<file path="src/rtl/rr_arbiter8_if.sv">
// Request/grant bundle shared between the eight requesters and the arbiter.
// The master side drives the request lines and receives the grant.
// The slave side is the arbiter itself.
interface rr_arbiter8_if;
  logic [7:0] req;
  logic [7:0] grant;
  logic [2:0] grant_idx;
  logic       grant_valid;
  logic       timeout;

  modport master (
    output req,
    input  grant,
    input  grant_idx,
    input  grant_valid,
    input  timeout
  );

  modport slave (
    input  req,
    output grant,
    output grant_idx,
    output grant_valid,
    output timeout
  );
endinterface

</file>
<file path="src/rtl/rr_arbiter8.sv">
// Eight-way round-robin arbiter with a programmable hold limit.
// The grant is presented both as an index and as a one-hot vector.
// Every grant is followed by at least one idle cycle.
// HOLD_MAX = 0 disables the forced release.
module rr_arbiter8 #(
  parameter int HOLD_MAX = 16
) (
  input  logic         clk,
  input  logic         rst_n,
  rr_arbiter8_if.slave bus
);

  localparam int HC_W = (HOLD_MAX > 0) ? $clog2(HOLD_MAX + 1) : 1;
  localparam logic [HC_W-1:0] HOLD_LIM = HC_W'(HOLD_MAX);
  localparam logic [HC_W-1:0] HC_SAT   = {HC_W{1'b1}};

  typedef enum logic {ST_IDLE, ST_GRANT} state_e;

  state_e          state_q, state_d;
  logic [2:0]      ptr_q, ptr_d;
  logic [2:0]      idx_q, idx_d;
  logic [HC_W-1:0] hold_cnt_q, hold_cnt_d;
  logic [7:0]      grant_q, grant_d;
  logic            timeout_q, timeout_d;

  logic [7:0]      req;
  logic            pick_found;
  logic [2:0]      pick_idx;
  logic [2:0]      cand;

  assign req = bus.req;

  // Rotating search: first set request starting at ptr, wrapping 7 -> 0.
  always_comb begin
    // NOTE: every combinational output gets a default first so no path leaves it unassigned (no latch).
    pick_found = 1'b0;
    pick_idx   = ptr_q;
    cand       = ptr_q;
    for (int i = 0; i < 8; i++) begin
      cand = ptr_q + 3'(i);
      if (!pick_found && req[cand]) begin
        pick_found = 1'b1;
        pick_idx   = cand;
      end
    end
  end

  // Next-state and next-output logic for the IDLE/GRANT controller.
  always_comb begin
    state_d    = state_q;
    ptr_d      = ptr_q;
    idx_d      = idx_q;
    hold_cnt_d = hold_cnt_q;
    grant_d    = grant_q;
    timeout_d  = 1'b0;
    unique case (state_q)
      ST_IDLE: begin
        if (pick_found) begin
          state_d    = ST_GRANT;
          idx_d      = pick_idx;
          hold_cnt_d = HC_W'(1);
          grant_d    = 8'b1 << pick_idx;
        end
      end
      ST_GRANT: begin
        if (!req[idx_q]) begin
          // Winner let go; a coincident hold expiry counts as a normal release.
          state_d = ST_IDLE;
          ptr_d   = idx_q + 3'd1;
          grant_d = 8'h00;
        end else if ((HOLD_MAX != 0) && (hold_cnt_q == HOLD_LIM)) begin
          // Winner kept requesting past the limit: take the grant away.
          state_d   = ST_IDLE;
          ptr_d     = idx_q + 3'd1;
          grant_d   = 8'h00;
          timeout_d = 1'b1;
        end else if (hold_cnt_q != HC_SAT) begin
          hold_cnt_d = hold_cnt_q + HC_W'(1);
        end
      end
      default: state_d = ST_IDLE;
    endcase
  end

  // State and output registers; reset clears the grant without waiting for a clock.
  always_ff @(posedge clk or negedge rst_n) begin
    if (!rst_n) begin
      state_q    <= ST_IDLE;
      ptr_q      <= 3'd0;
      idx_q      <= 3'd0;
      hold_cnt_q <= '0;
      grant_q    <= 8'h00;
      timeout_q  <= 1'b0;
    end else begin
      // NOTE: sequential state uses non-blocking assignments so all registers update together.
      state_q    <= state_d;
      ptr_q      <= ptr_d;
      idx_q      <= idx_d;
      hold_cnt_q <= hold_cnt_d;
      grant_q    <= grant_d;
      timeout_q  <= timeout_d;
    end
  end

  assign bus.grant       = grant_q;
  assign bus.grant_idx   = idx_q;
  assign bus.grant_valid = (state_q == ST_GRANT);
  assign bus.timeout     = timeout_q;

endmodule

</file>
<file path="src/flat_wrapper.sv">
// flat-port wrapper written by rule: the top's interface ports become plain ports
module rr_arbiter8_flat 
#(
  parameter int HOLD_MAX = 16
)
  (clk, rst_n, bus_req, bus_grant, bus_grant_idx, bus_grant_valid, bus_timeout);
  rr_arbiter8_if bus_i ();
  input  logic clk;
  input  logic rst_n;
  input wire logic [$bits(bus_i.req)-1:0] bus_req;
  output wire logic [$bits(bus_i.grant)-1:0] bus_grant;
  output wire logic [$bits(bus_i.grant_idx)-1:0] bus_grant_idx;
  output wire logic [$bits(bus_i.grant_valid)-1:0] bus_grant_valid;
  output wire logic [$bits(bus_i.timeout)-1:0] bus_timeout;
  assign bus_i.req = bus_req;
  assign bus_grant = bus_i.grant;
  assign bus_grant_idx = bus_i.grant_idx;
  assign bus_grant_valid = bus_i.grant_valid;
  assign bus_timeout = bus_i.timeout;
  rr_arbiter8 #(.HOLD_MAX(HOLD_MAX)) u_core (.clk(clk), .rst_n(rst_n), .bus(bus_i));
endmodule
</file>
<file path="config.mk">
export PLATFORM = sky130hd
export DESIGN_NAME = rr_arbiter8_flat
export DESIGN_NICKNAME = d
export VERILOG_FILES = /design/src/rtl/rr_arbiter8_if.sv /design/src/rtl/rr_arbiter8.sv /design/src/flat_wrapper.sv
export SDC_FILE = /design/constraint.sdc
export NUM_CORES = 1
export LEC_CHECK = 0
export CORE_UTILIZATION = 55
export DETAILED_ROUTE_END_ITERATION = 6
export GPL_ROUTABILITY_DRIVEN = 0
export PLACE_DENSITY = 0.81
export SYNTH_ARGS = -nofsm -noshare
export SYNTH_HDL_FRONTEND = slang
export SYNTH_SLANG_ARGS = --single-unit
export TNS_END_PERCENT = 50
</file>
<file path="constraint.sdc">
create_clock -name clk -period 4.7 [get_ports clk]
set_input_delay 0.705 -clock clk [delete_from_list [all_inputs] [get_ports clk]]
set_output_delay 0.705 -clock clk [all_outputs]
set_load 0.005 [all_outputs]
</file>
Yosys cells after proc, flatten, opt, wreduce, memory -nomap -nowiden. Index checks and enable logic that the tools add are counted.

Add/sub/neg operators: 9. $mul: 0. Div/mod/pow operators: 0. Magnitude comparators: 9. Equality and inequality tests: 8. Shifts and indexed selects: 1. Mux-type cells: 51. Bitwise gates (word level): 1. Reductions and logical operators: 18.

Operator list (count): $lt 3x4->1 const B (9); $bmux 1 s3 (9); $mux 3 (9); $mux 8 (3); $mux 1 (23); $mux 5 (4); $pmux 8 s2 (1); $add 3x3->3 const B (4); $pmux 5 s2 (1); $ne 2x2->1 const B (4); $shl 1x3->8 const A (1); $logic_and 1x1->1 (7); $logic_not 1->1 (7); $add 3x1->3 const B (2); $add 3x2->3 const B (2); $reduce_and 2->1 (3); $add 5x1->5 const B (1); $eq 5x5->1 const B (1); $ne 5x5->1 const B (1); $reduce_and 4->1 (1); $ne 3x3->1 const B (1); $ne 2x1->1 const B (1); $pmux 1 s2 (1); $not 1->1 (1).

Bits in registers: 21. Latch bits: 0. RAM bits: 0. Bits in read-only memories: 0. Input port bits: 10. Output and inout port bits: 13. Memories: 0.

Depth between registers and ports, before layout. Gate-level depths: netlist of run 1.

Word-level depth: 27. Depth in mapped cells: 13.

Least setup slack after synthesis of run 1. No wires, ideal clock.

Path type: flip-flop to flip-flop. From: reg u_core.ptr_q[1]. To: reg u_core.grant_q[6], in the netlist u_core.bus.grant[6]. Setup time: 0.121 ns. Arrival: 2.972 ns. Path slack: 1.607 ns. Stages on the path, launching flop included: 13. Buffers on the path: 2. Period minus slack after synthesis: 3.093 ns. Cells stage by stage: dfrtp_1 > buf_2 > inv_1 > ha_1 > buf_6 > mux4_2 > mux2i_1 > o32a_1 > o21ai_1 > o32a_1 > a31oi_4 > nor3_1 > a22o_1.

Cells in the longest elaborated chain, start to end: 27.

RTL lines: from (decl) (RTL line rr_arbiter8.sv:20) `logic [2:0] ptr_q, ptr_d;`; from (signal assigned) (RTL line rr_arbiter8.sv:97) `ptr_q <= ptr_d;`; branches (longest 27 deep; another with $add 3x1->3); to (signal assigned) (RTL line rr_arbiter8.sv:100) `grant_q <= grant_d;`; to (decl) (RTL line rr_arbiter8.sv:23) `logic [7:0] grant_q, grant_d;`.

Parallel ways; which one is timed is not known. The select of a mux whose other input is x is not followed. A chain may end at the register's enable or synchronous reset.

Final worst setup path of run 1.
From: reg u_core.ptr_q[1]. To: reg u_core.grant_q[2], in the netlist u_core.bus.grant[2].

Same word-level chain as after synthesis.

==> results of run 1 <==
## cell usage after synthesis, types with 4 or more instances
cell	n
nor2_1	15
and3_1	4
a22o_1	5
a21oi_1	8
nand2b_1	4
mux4_2	11
inv_1	12
mux2_2	4
nand2_1	20
ha_1	6
mux2i_1	6
buf_2	4
dfrtp_1	21
o21ai_0	9
## worst paths after layout
kind | startpoint | to | slack [ns] | depth (start not counted)
max | u_core.ptr_q[1] | u_core.bus.grant[2] | 0.57 | 10
min | u_core.bus.grant[2] | u_core.bus.grant[2] | 0.51 | 2
max reg2reg | u_core.ptr_q[1] | u_core.bus.grant[2] | 0.57 | 10
min reg2reg | u_core.bus.grant[2] | u_core.bus.grant[2] | 0.51 | 2
max in group asynchronous | rst_n | u_core.bus.grant_valid | 3.25 | 1
min in group asynchronous | rst_n | u_core.hold_cnt_q[1] | 0.90 | 1
## layer usage
| metal | track usage | routed length, µm | vias to the layer above |
|---|---|---|---|
| met5 | 0 | 0 | - |
| met4 | 0.0909 | 62 | 0 |
| met3 | 0.0618 | 324 | 11 |
| met2 | 0.427 | 2090 | 76 |
| met1 | 0.368 | 1850 | 764 |
| li1 | - | - | 754 |
## final cells by class
| type | count | area (µm²) | share of cell area |
|---|---|---|---|
| Inverter | 12 | 45.0 | 0.0212 |
| Timing Repair Buffer | 22 | 220 | 0.103 |
| Clock buffer | 4 | 26.3 | 0.0123 |
| Multi-Input combinational cell | 147 | 1260 | 0.590 |
| Tap cell | 44 | 55.1 | 0.0259 |
| Sequential cell | 21 | 526 | 0.247 |
## state kept, by name, indices dropped and copies added, names as in the netlist
| name | flops |
|---|---|
| u_core.bus.grant | 8 |
| u_core.hold_cnt_q | 5 |
| u_core.bus.grant_idx | 3 |
| u_core.ptr_q | 3 |
| u_core.bus.grant_valid | 1 |
| u_core.bus.timeout | 1 |
## cells by family after synthesis
family | synth area share
AO/OA/AOI/OAI | 0.191
XOR/XNOR | 0.0363
adder cells (fa/ha/maj) | 0.0396
buffers and inverters | 0.0600
flip-flops | 0.277
multiplexers | 0.235
AND/OR/NAND/NOR | 0.161
## worst min-delay path: cells and delay by family (launching register included)
kind	cells	cell delay, ns
simple gates	1	0.07
compound gates	1	0.05
flops	1	0.36
## through the flow
step / std cells / util / cell area, µm² / setup slack [ns] / hold slack [ns]
5_1_grt: 250 / 0.675 / 2130 / 0.145 / 0.548
3_5_place_dp: 246 / 0.667 / 2100 / 0.637 / 0.476
4_1_cts: 250 / 0.675 / 2130 / 0.582 / 0.511
6_report: 250 / 0.675 / 2130 / 0.569 / 0.507
2_1_floorplan: 190 / - / 1900 / 1.61 / 0.409
3_3_place_gp: 246 / 0.667 / 2100 / 0.812 / 0.469
==> metrics, run 1 <==
site row count=20; startpoint types=flop; CP arrival=4.34 ns; cts bufs inserted=3; slowest stage delay, CP=0.70 ns; HP Class=reg -> reg; DPL Wire Length=3.30 mm; Synth Instances=190; Required @ worst endpoint=4.91 ns; Mapped Avg Cell Area=9.98 µm²; DR vias/cell=6.42; highest-count cells in the layout ignoring fill and taps=22 x clkdlybuf4s50_1, 21 x dfrtp_1, 20 x nand2_1; post-route setup TNS=0 ns; WP buf/inv=1; final slew viol count=0; Synth top area share=0.277; Post-CTS Hold Buffers=0; TritonRoute pass-1 iters=4; postcts setup bufs=0; GRT overflow=0; CP Capture Type=flop; cell taking the most area after synthesis=dfrtp_1; Worst path top cell family by delay=simple AND/OR/NAND/NOR gates; cell repeated most along the worst path=nor2_1; Routed WL=4.33 mm; crit path kind=reg -> reg; Synth Cell Area=0.00190 mm²; CTS tree=yes; Period minus WS final=4.13 ns; Worst-path clk slew=0.11 ns; Slowest-stage cell, CP=mux4_1; Yosys reg bits=21; share of cells above drive strength 1=0.121; initial antenna violation count=0; Avg WL per Cell=17.3 µm; Final Setup Violations=0; Sink Count=21; final period utilization=0.879; Async SR Flop Fraction=1.00; CTS Root Cell=clkbuf_4; Crit Path Max Fanout=13; Die X=60.7 µm; Layout area overhead=12.3%; Mapped Nets=206; Starting Density=0.602; Total GRT Usage=0.269; Antenna Cells=0; Least-Margin Pin Slew=0.914 ns; DR iter-0 viols=102; vias in the first global route=1537; via count=1605; first-pass GRT wire length=7.28 mm; largest net degree at the start of global routing=22; ranking of synthesized cells by area=dfrtp_1 28%, mux4_2 13%, mux4_1 4.2%; Fin. Hold Viols=0; ys flop type=dfrtp_1; CP Cell Sequence=inv_1 > ha_1 > mux4_1 > mux2_2 > nor2_1 > and3_1 > a31oi_1 > nor2_1 > nand2_1 > o41ai_2; Antenna Violating Nets Remaining=0; Clk Latency, worst-skew pair=0.31 ns; Post-synth EDFFs=0; DRC=0; Fmax=0.242 GHz; height of the die=60.7 µm; post-CTS sizing=0; fillers=247; Die Area=0.00369 mm²; Slew headroom=0.388; Clock Skew=0.00241 ns; H-tree depth=1; number of max-cap violations=0; register area share after synthesis=0.277; most common cell after layout, fill and taps aside=clkdlybuf4s50_1; PortBufs=22; RSZ-0062 raised after global routing=false; io pins=23; nets=223; Core Box Area=0.00315 mm²; Max Buffers Root-to-Sink=2; synth warn=0; status=finished, final reports clean; post-synth cell types=51
Power of run 1 is left out: the tool's default activity adds up to more than one toggle a clock period on the data nets, which glitch-free logic cannot reach.
==> inputs of run 2 (changes only) <==
--- a/config.mk
+++ b/config.mk
@@ -5,10 +5,10 @@
 export SDC_FILE = /design/constraint.sdc
 export NUM_CORES = 1
 export LEC_CHECK = 0
-export CORE_UTILIZATION = 55
+export CORE_UTILIZATION = 50
 export DETAILED_ROUTE_END_ITERATION = 6
 export GPL_ROUTABILITY_DRIVEN = 0
-export PLACE_DENSITY = 0.81
+export PLACE_DENSITY = 0.75
 export SYNTH_ARGS = -nofsm -noshare
 export SYNTH_HDL_FRONTEND = slang
 export SYNTH_SLANG_ARGS = --single-unit
==> run 2 against run 1 <==
Effect of this change: sequential cell count is the same; register-to-register slack gained 0.08 ns; setup slack gained 0.078 ns; first-iteration DRC count shrank 39%; non-clock buffer count grew 1; die area grew 9.7%; cell count grew 2.0%; worst hold slack lost 0.0057 ns; via count shrank 0.75%; global-route usage shrank 3.0 points; largest cell class unchanged; highest routed layer unchanged.
==> metrics, run 2 (synthesis results as in run 1) <==
crit path kind=reg -> reg; Setup WS post-layout=0.648 ns; CTS tree=yes; CTS Root Cell=clkbuf_8; slowest stage delay, CP=0.69 ns; initial antenna violation count=0; Fmax=0.247 GHz; WP buf/inv=1; Clk Latency, worst-skew pair=0.26 ns; DRC=0; share of cells above drive strength 1=0.126; multi-input logic area=0.00126 mm²; final period utilization=0.862; R2R Setup Slk=0.65 ns; Fin. Hold Viols=0; FF/Latch Area=526 µm²; Slowest-stage cell, CP=mux4_1; hold depth=2; CP Cell Sequence=inv_1 > ha_1 > mux4_1 > mux2_2 > nor2_1 > and3_1 > a31oi_1 > nor2_1 > nand2_1 > o31ai_1; io pins=23; post-route setup TNS=0 ns; PortBufs=22; vias in the first global route=1604; max reg flops=8; largest net degree at the start of global routing=22; Starting Density=0.518; DR iter-0 viols=62; via count=1593; RSZ-0062 raised after global routing=false; height of the die=63.6 µm; Post-CTS Hold Buffers=0; Required @ worst endpoint=4.86 ns; status=finished, final reports clean; Crit Reg-Reg Endpoint=u_core.bus.grant[3]; reg-to-reg startpoint=u_core.ptr_q[1]; startpoint types=flop; Hold Crit Endpoint=u_core.bus.grant[0]; site row count=22; Routed WL=4.40 mm; final slew viol count=0; Clock Skew=0.00219 ns; highest-count cells in the layout ignoring fill and taps=22 x clkdlybuf4s50_1, 21 x dfrtp_1, 20 x nand2_1; Antenna Violating Nets Remaining=0; Worst R2R Path Depth=10; Sink Count=21; Core Box Area=0.00366 mm²; TritonRoute pass-1 iters=4; Avg WL per Cell=17.3 µm; cts bufs inserted=3; Die X=63.6 µm; Layout area overhead=13.9%; Period minus WS final=4.05 ns; DPL Wire Length=3.39 mm; Antenna Cells=0; H-tree depth=1; CP Capture Type=flop; Crit Path Max Fanout=13; cell repeated most along the worst path=nor2_1; number of max-cap violations=0; postcts setup bufs=0; Die Area=0.00404 mm²; nets=224; GRT overflow=0; first-pass GRT wire length=7.53 mm; Worst-path clk slew=0.07 ns; Slew headroom=0.385; HP Class=reg -> reg; fillers=298; pre-CTS setup slack=0.725 ns; Least-Margin Pin Slew=0.919 ns; CP arrival=4.21 ns; Final Setup Violations=0; DR vias/cell=6.25; Total GRT Usage=0.239; most common cell after layout, fill and taps aside=clkdlybuf4s50_1; worst hold start=u_core.bus.grant[0]; Hold Slack=0.502 ns; Max Buffers Root-to-Sink=2; Worst path top cell family by delay=simple AND/OR/NAND/NOR gates; Layout Utilization=0.590; post-CTS sizing=0
run 2: how the worst max path moves through the flow:
stage	from	to	slack (ns)	depth (start not counted)
4_1_cts	u_core.ptr_q[1]	u_core.bus.grant[3]	0.69	10
3_5_place_dp	u_core.ptr_q[1]	u_core.bus.grant[3]	0.72	10
6_report	u_core.ptr_q[1]	u_core.bus.grant[3]	0.65	10
3_3_place_gp	u_core.ptr_q[1]	u_core.bus.grant[2]	0.94	10
2_1_floorplan	u_core.ptr_q[1]	u_core.bus.grant[6]	1.61	12
5_1_grt	u_core.ptr_q[1]	u_core.bus.grant[2]	0.31	10
run 2: tightest hold or removal path: stages (launching register included):
cell and delay, ns:
dfrtp_1 0.36, nand2_1 0.05, o21ai_1 0.06
run 2: final cells by class:
class	instances	share of cell area
clock buffers	4	0.0208
inverters	12	0.0208
multi-input cells	147	0.582
flip-flops and latches	21	0.243
well taps	48	0.0278
repair buffers	23	0.105
run 2: layer usage:
layer,track usage,wire length (µm)
met3,0.0543,270
met5,0,0
met1,0.312,1910
met4,0.0653,74
met2,0.395,2140
run 2: through the flow:
stage | cells | instance area [µm²]
2_1_floorplan | 190 | 1900
3_3_place_gp | 251 | 2120
5_1_grt | 255 | 2160
3_5_place_dp | 251 | 2120
4_1_cts | 255 | 2160
6_report | 255 | 2160
Power of run 2 is left out for the same reason.
